==> src/rtl/if_pkg.sv <==
// rtl/if_pkg.sv - shared IF-stage types and constants
package if_pkg;

  typedef logic [31:0] addr_t;
  typedef logic [31:0] word_t;

  localparam addr_t       RESET_PC  = 32'h0000_0000;
  localparam int unsigned PC_STEP   = 4;
  localparam word_t       NOP_INSTR = 32'h0000_0000;

  typedef enum logic [1:0] {
    SEQ    = 2'd0,
    HOLD   = 2'd1,
    BRANCH = 2'd2,
    JUMP   = 2'd3
  } npc_sel_e;

  // Redirect targets are always word aligned in the PC.
  function automatic addr_t align_word(input addr_t a);
    return {a[31:2], 2'b00};
  endfunction

endpackage

==> src/rtl/if_id_reg.sv <==
// rtl/if_id_reg.sv - IF/ID pipeline register with valid bit and fetch counter
module if_id_reg
  import if_pkg::*;
#(
  parameter word_t NOP_WORD = if_pkg::NOP_INSTR
) (
  input  logic        clk,
  input  logic        reset,
  input  logic        stall,
  input  logic        kill,
  input  logic [31:0] ins_in,
  input  logic [31:0] pc_plus4,
  output logic [31:0] if_id_ins,
  output logic [31:0] if_id_pc_plus4,
  output logic        if_id_valid,
  output logic [31:0] fetch_count
);

  // kill beats stall so a redirect or flush always leaves a bubble behind.
  always_ff @(posedge clk) begin
    if (reset) begin
      if_id_ins      <= NOP_WORD;
      if_id_pc_plus4 <= 32'h0;
      if_id_valid    <= 1'b0;
      fetch_count    <= 32'h0;
    end else if (kill) begin
      if_id_ins      <= NOP_WORD;
      if_id_pc_plus4 <= 32'h0;
      if_id_valid    <= 1'b0;
    end else if (!stall) begin
      if_id_ins      <= ins_in;
      if_id_pc_plus4 <= pc_plus4;
      if_id_valid    <= 1'b1;
      fetch_count    <= fetch_count + 32'd1;
    end
  end

endmodule

==> src/rtl/if_fetch_unit.sv <==
// rtl/if_fetch_unit.sv - program counter, next-PC select and IF/ID capture
module if_fetch_unit
  import if_pkg::*;
#(
  parameter addr_t       RESET_PC  = if_pkg::RESET_PC,
  parameter int unsigned PC_STEP   = if_pkg::PC_STEP,
  parameter word_t       NOP_INSTR = if_pkg::NOP_INSTR
) (
  input  logic        clk,
  input  logic        reset,
  input  logic        stall,
  input  logic        flush,
  input  logic        branch_taken,
  input  logic [31:0] branch_target,
  input  logic        jump,
  input  logic [31:0] jump_target,
  input  logic [31:0] ins_in,
  output logic [31:0] ins_address,
  output logic [31:0] if_id_ins,
  output logic [31:0] if_id_pc_plus4,
  output logic        if_id_valid,
  output logic [31:0] fetch_count
);

  addr_t    pc;
  addr_t    pc_plus4;
  npc_sel_e npc_sel;
  logic     redirect;
  logic     kill;

  assign pc_plus4    = pc + addr_t'(PC_STEP);
  assign redirect    = jump | branch_taken;
  assign kill        = redirect | flush;
  assign ins_address = pc;

  always_comb begin
    npc_sel = SEQ;
    if (jump)              npc_sel = JUMP;
    else if (branch_taken) npc_sel = BRANCH;
    else if (stall)        npc_sel = HOLD;
  end

  always_ff @(posedge clk) begin
    if (reset) begin
      pc <= RESET_PC;
    end else begin
      case (npc_sel)
        JUMP:    pc <= align_word(jump_target);
        BRANCH:  pc <= align_word(branch_target);
        HOLD:    pc <= pc;
        default: pc <= pc_plus4;
      endcase
    end
  end

  if_id_reg #(
    .NOP_WORD(NOP_INSTR)
  ) u_if_id_reg (
    .clk           (clk),
    .reset         (reset),
    .stall         (stall),
    .kill          (kill),
    .ins_in        (ins_in),
    .pc_plus4      (pc_plus4),
    .if_id_ins     (if_id_ins),
    .if_id_pc_plus4(if_id_pc_plus4),
    .if_id_valid   (if_id_valid),
    .fetch_count   (fetch_count)
  );

endmodule

==> config.mk <==
export PLATFORM = sky130hd
export DESIGN_NAME = if_fetch_unit
export DESIGN_NICKNAME = d
export VERILOG_FILES = /design/src/rtl/if_pkg.sv /design/src/rtl/if_id_reg.sv /design/src/rtl/if_fetch_unit.sv
export SDC_FILE = /design/constraint.sdc
export NUM_CORES = 1
export LEC_CHECK = 0
export ABC_AREA = 0
export CORE_ASPECT_RATIO = 0.7
export CORE_MARGIN = 3
export CORE_UTILIZATION = 25
export DETAILED_ROUTE_END_ITERATION = 8
export PLACE_DENSITY_LB_ADDON = 0.12
export RECOVER_POWER = 25
export SLEW_MARGIN = 10
export SYNTH_ARGS = -nofsm -noshare
export SYNTH_HDL_FRONTEND = slang
export SYNTH_SLANG_ARGS = --single-unit
==> constraint.sdc <==
create_clock -name clk -period 5.4 [get_ports clk]
set_input_delay 1.08 -clock clk [delete_from_list [all_inputs] [get_ports clk]]
set_output_delay 1.08 -clock clk [all_outputs]
set_load 0.01 [all_outputs]
==> metrics.md <==
| Metric | Value |
|---|---|
| #FFs+latches synth | `125` |
| Die H | `138 um` |
| Synth warn | `0` |
| Combinational power share | `11.4%` |
| DRC Markers | `0` |
| Clock Power Share | `49.2%` |
| CP Capture Type | `flop` |
| Maximum vdd ir drop | `218 uV` |
| Syn Inst Count | `741` |
| Fin area | `0.00928 mm^2` |
| Final setup fails | `0` |
| Unrepaired setup endpoints after global routing | `no` |
| I/O pin cnt | `231` |
| First-pass GRT wire length | `34200 um` |
| Max_slew headroom | `between 30 and 40%` |
| Ys async rst share | `0%` |
| Cell variety after synth | `58` |
| Initial antenna violation count | `1` |
| Crit Path Class | `input pin to flop` |
| Fin crit period | `3.78 ns` |
| Synth Area in Simple Gates | `between 20% and 30%` |
| Worst EP required | `5.76 ns` |
| Post-synthesis sequential area ratio | `40.5%` |
| Resized Gates After CTS | `0` |
| Flop pwr share | `39.4%` |
| DP Cell Count | `around 1200` |
| Number of synthesized flops with an enable pin | `0` |
| Switching power | `624 uW` |
| Clk_lat worst skew | `0.43 ns` |
| Critical path arrival | `approximately 4.1 ns` |
| DPL Wire Length | `between 15000 and 20000 um` |
| Fin crit share | `70.1%` |
| Commonest non-fill, non-tap cell in the layout | `clkdlybuf4s50_1` |
| Post-Synth Adder-Cell Area | `0.405%` |
| Nets@finish | `1046` |
| Crit path launch type | `input pin` |
| Clock sink count | `around 130` |
| Clock slew at reported path FFs | `0.06 ns` |
| Avg Inst Size Synth | `8.34 um^2` |
| Placed Area | `between 0.008 and 0.009 mm^2` |
| Synth-to-Final Area Change | `50.1%` |
| Pin count of the biggest net entering global routing | `61` |
| DR WL/cell | `between 15 and 20 um` |
| Hold Violations, Final | `0` |
| Die Footprint | `roughly 0.027 mm^2` |
| Overflow after GRT | `0` |
| Post-CTS Setup Bufs | `0` |
| Longest Clk Path Bufs | `2` |
| GRT Total Usage | `16.6%` |
| Synth Flop Type | `dfxtp_1` |
| Core area | `0.0240 mm^2` |
| Net Sw Frac | `25.1%` |
| XOR/XNOR Fraction of Synth Area | `6.94%` |
| WL final | `22700 um` |
| Worst reg2reg setup slack | `2.74 ns` |
| Routability-driven placement congestion ratio | `0.753` |
| DR vias/cell | `4.73` |
| Largest family of logic cells by synthesized area | `simple AND/OR/NAND/NOR gates` |
| Status | `finished clean` |
| Vias in the first global route | `5694` |
| Post-route insts no fill | `1274` |
| Starting Density | `25.8%` |
| Fin. max-slew vios | `0` |
| Hold_buf cts | `0` |
| Max-Cap Viols | `0` |
| Cts bufs inserted | `17` |
| Power Total | `2490 uW` |
| Total negative slack | `0 ns` |
| 1st-pass router iterations | `5` |
| FP Rows | `47` |
| Crit-path max FO | `20` |
| CTS tree | `yes` |
| First DRT Iteration DRCs | `351` |
| Die X | `between 150 and 200 um` |
| Post-route ant nets | `0` |
| Synth Cell Area | `0.00618 mm^2` |
| Worst min path class | `flop to flop` |
| Slew @ Worst Pin | `roughly 0.96 ns` |
| CTS Root Cell | `clkbuf_16` |
| Number of port buffers | `roughly 220` |
| Layout cell share with drive strength beyond 1 | `6.18%` |
| Fin util | `38.7%` |
| Layout Skew | `0.00942 ns` |
| H-tree levels | `4` |
| Synth Area in Compound Gates | `approximately 16%` |
| LEAKAGE | `around 0.0035 uW` |
| Commonest non-fill, non-tap cells in the layout | `clkdlybuf4s50_1, dfxtp_1, nor2_1` |
| Vias | `6021` |
| Fmax | `around 260 MHz` |
| Internal power | `approximately 1900 uW` |
| Mux cell area share after synthesis | `7.17%` |
| Cell area power density | `roughly 270 mW/mm^2` |
worst max-delay path, stage by stage:
cell	delay, ns
dlygate4sd3_1	0.70
clkbuf_1	0.46
nor2_1	0.72
nand2_1	0.43
nor2_1	0.19
buf_4	0.26
o21ai_0	0.14
a21oi_1	0.13
flip-flops by register name, summed over array words and instances (netlist names):
register	cells
ins_address	30
u_if_id_reg.if_id_pc_plus4	30
u_if_id_reg.if_id_valid	1
u_if_id_reg.fetch_count	32
u_if_id_reg.if_id_ins	32
cells by family (layout without fill, tap and decap cells):
| family | count (synthesis) | in the layout |
|---|---|---|
| buf+inv | 75 | 286 |
| flops | 125 | 125 |
| xor+xnor | 49 | 49 |
| mux | 44 | 44 |
| compound gates | 160 | 160 |
| other cells | 1 | 5 |
| fa+ha+maj | 2 | 2 |
| simple gates | 285 | 285 |
power groups by stage:
stage               Combinational (uW)  Clock [uW]  Sequential [uW]
finish                             284        1220              980
global route                       308        1300              985
CTS                                290        1260              980
detailed placement                 288           0             1000
global placement                   287           0             1000
floorplan                          134           0              992
path summary, 6_finish.rpt:
path	startpoint	end	depth (start not counted)
setup / recovery	branch_taken	u_if_id_reg.if_id_pc_plus4[11]	8
setup reg to reg	ins_address[12]	u_if_id_reg.if_id_pc_plus4[31]	5
hold / removal	u_if_id_reg.if_id_valid	u_if_id_reg.if_id_valid	1
hold reg to reg	u_if_id_reg.if_id_valid	u_if_id_reg.if_id_valid	1
layout make-up:
type / instances / area, um^2
flip-flops and latches: 125 / 2500
multi-input cells: 544 / 3390
fillers: 2528 / 14700
well taps: 318 / 398
repair buffers: 233 / 2290
clock inverters: 12 / 159
inverters: 21 / 78.8
clock buffers: 20 / 467
diodes: 1 / 2.50
routing by layer:
layer / global-route usage (%) / part of all wire [%]
met4: 4.74 / 1.4
met5: 0 / 0
met2: 23.2 / 41
met3: 7.09 / 8.0
met1: 23.2 / 49
cell usage after synthesis, types with 6 or more instances:
master	number	area share [%]
dfxtp_1	125	40
nor2_1	103	6.3
a21oi_1	62	5.0
mux2i_1	42	6.8
nand2_1	40	2.4
clkbuf_1	38	2.3
o21ai_0	34	2.8
nand3_1	28	2.3
xor2_1	25	3.5
xnor2_1	24	3.4
nand4_1	23	2.3
inv_1	21	1.3
nor3_1	19	1.5
a211oi_1	11	1.3
a22oi_1	10	1.2
or3_1	10	1.0
nor4_1	9	0.91
and2_1	8	0.81
and3_1	7	0.71
and4_1	6	0.85
buf_1	6	0.36
nor2b_1	6	0.61
metrics by stage:
step,hold slack [ns],worst slack [ns]
2_1_floorplan,0.486,2.46
3_3_place_gp,0.441,1.42
3_5_place_dp,0.448,1.35
4_1_cts,0.462,1.81
5_1_grt,0.469,1.42
6_report,0.456,1.62
No activity file was read; power rests on OpenSTA's default activity.
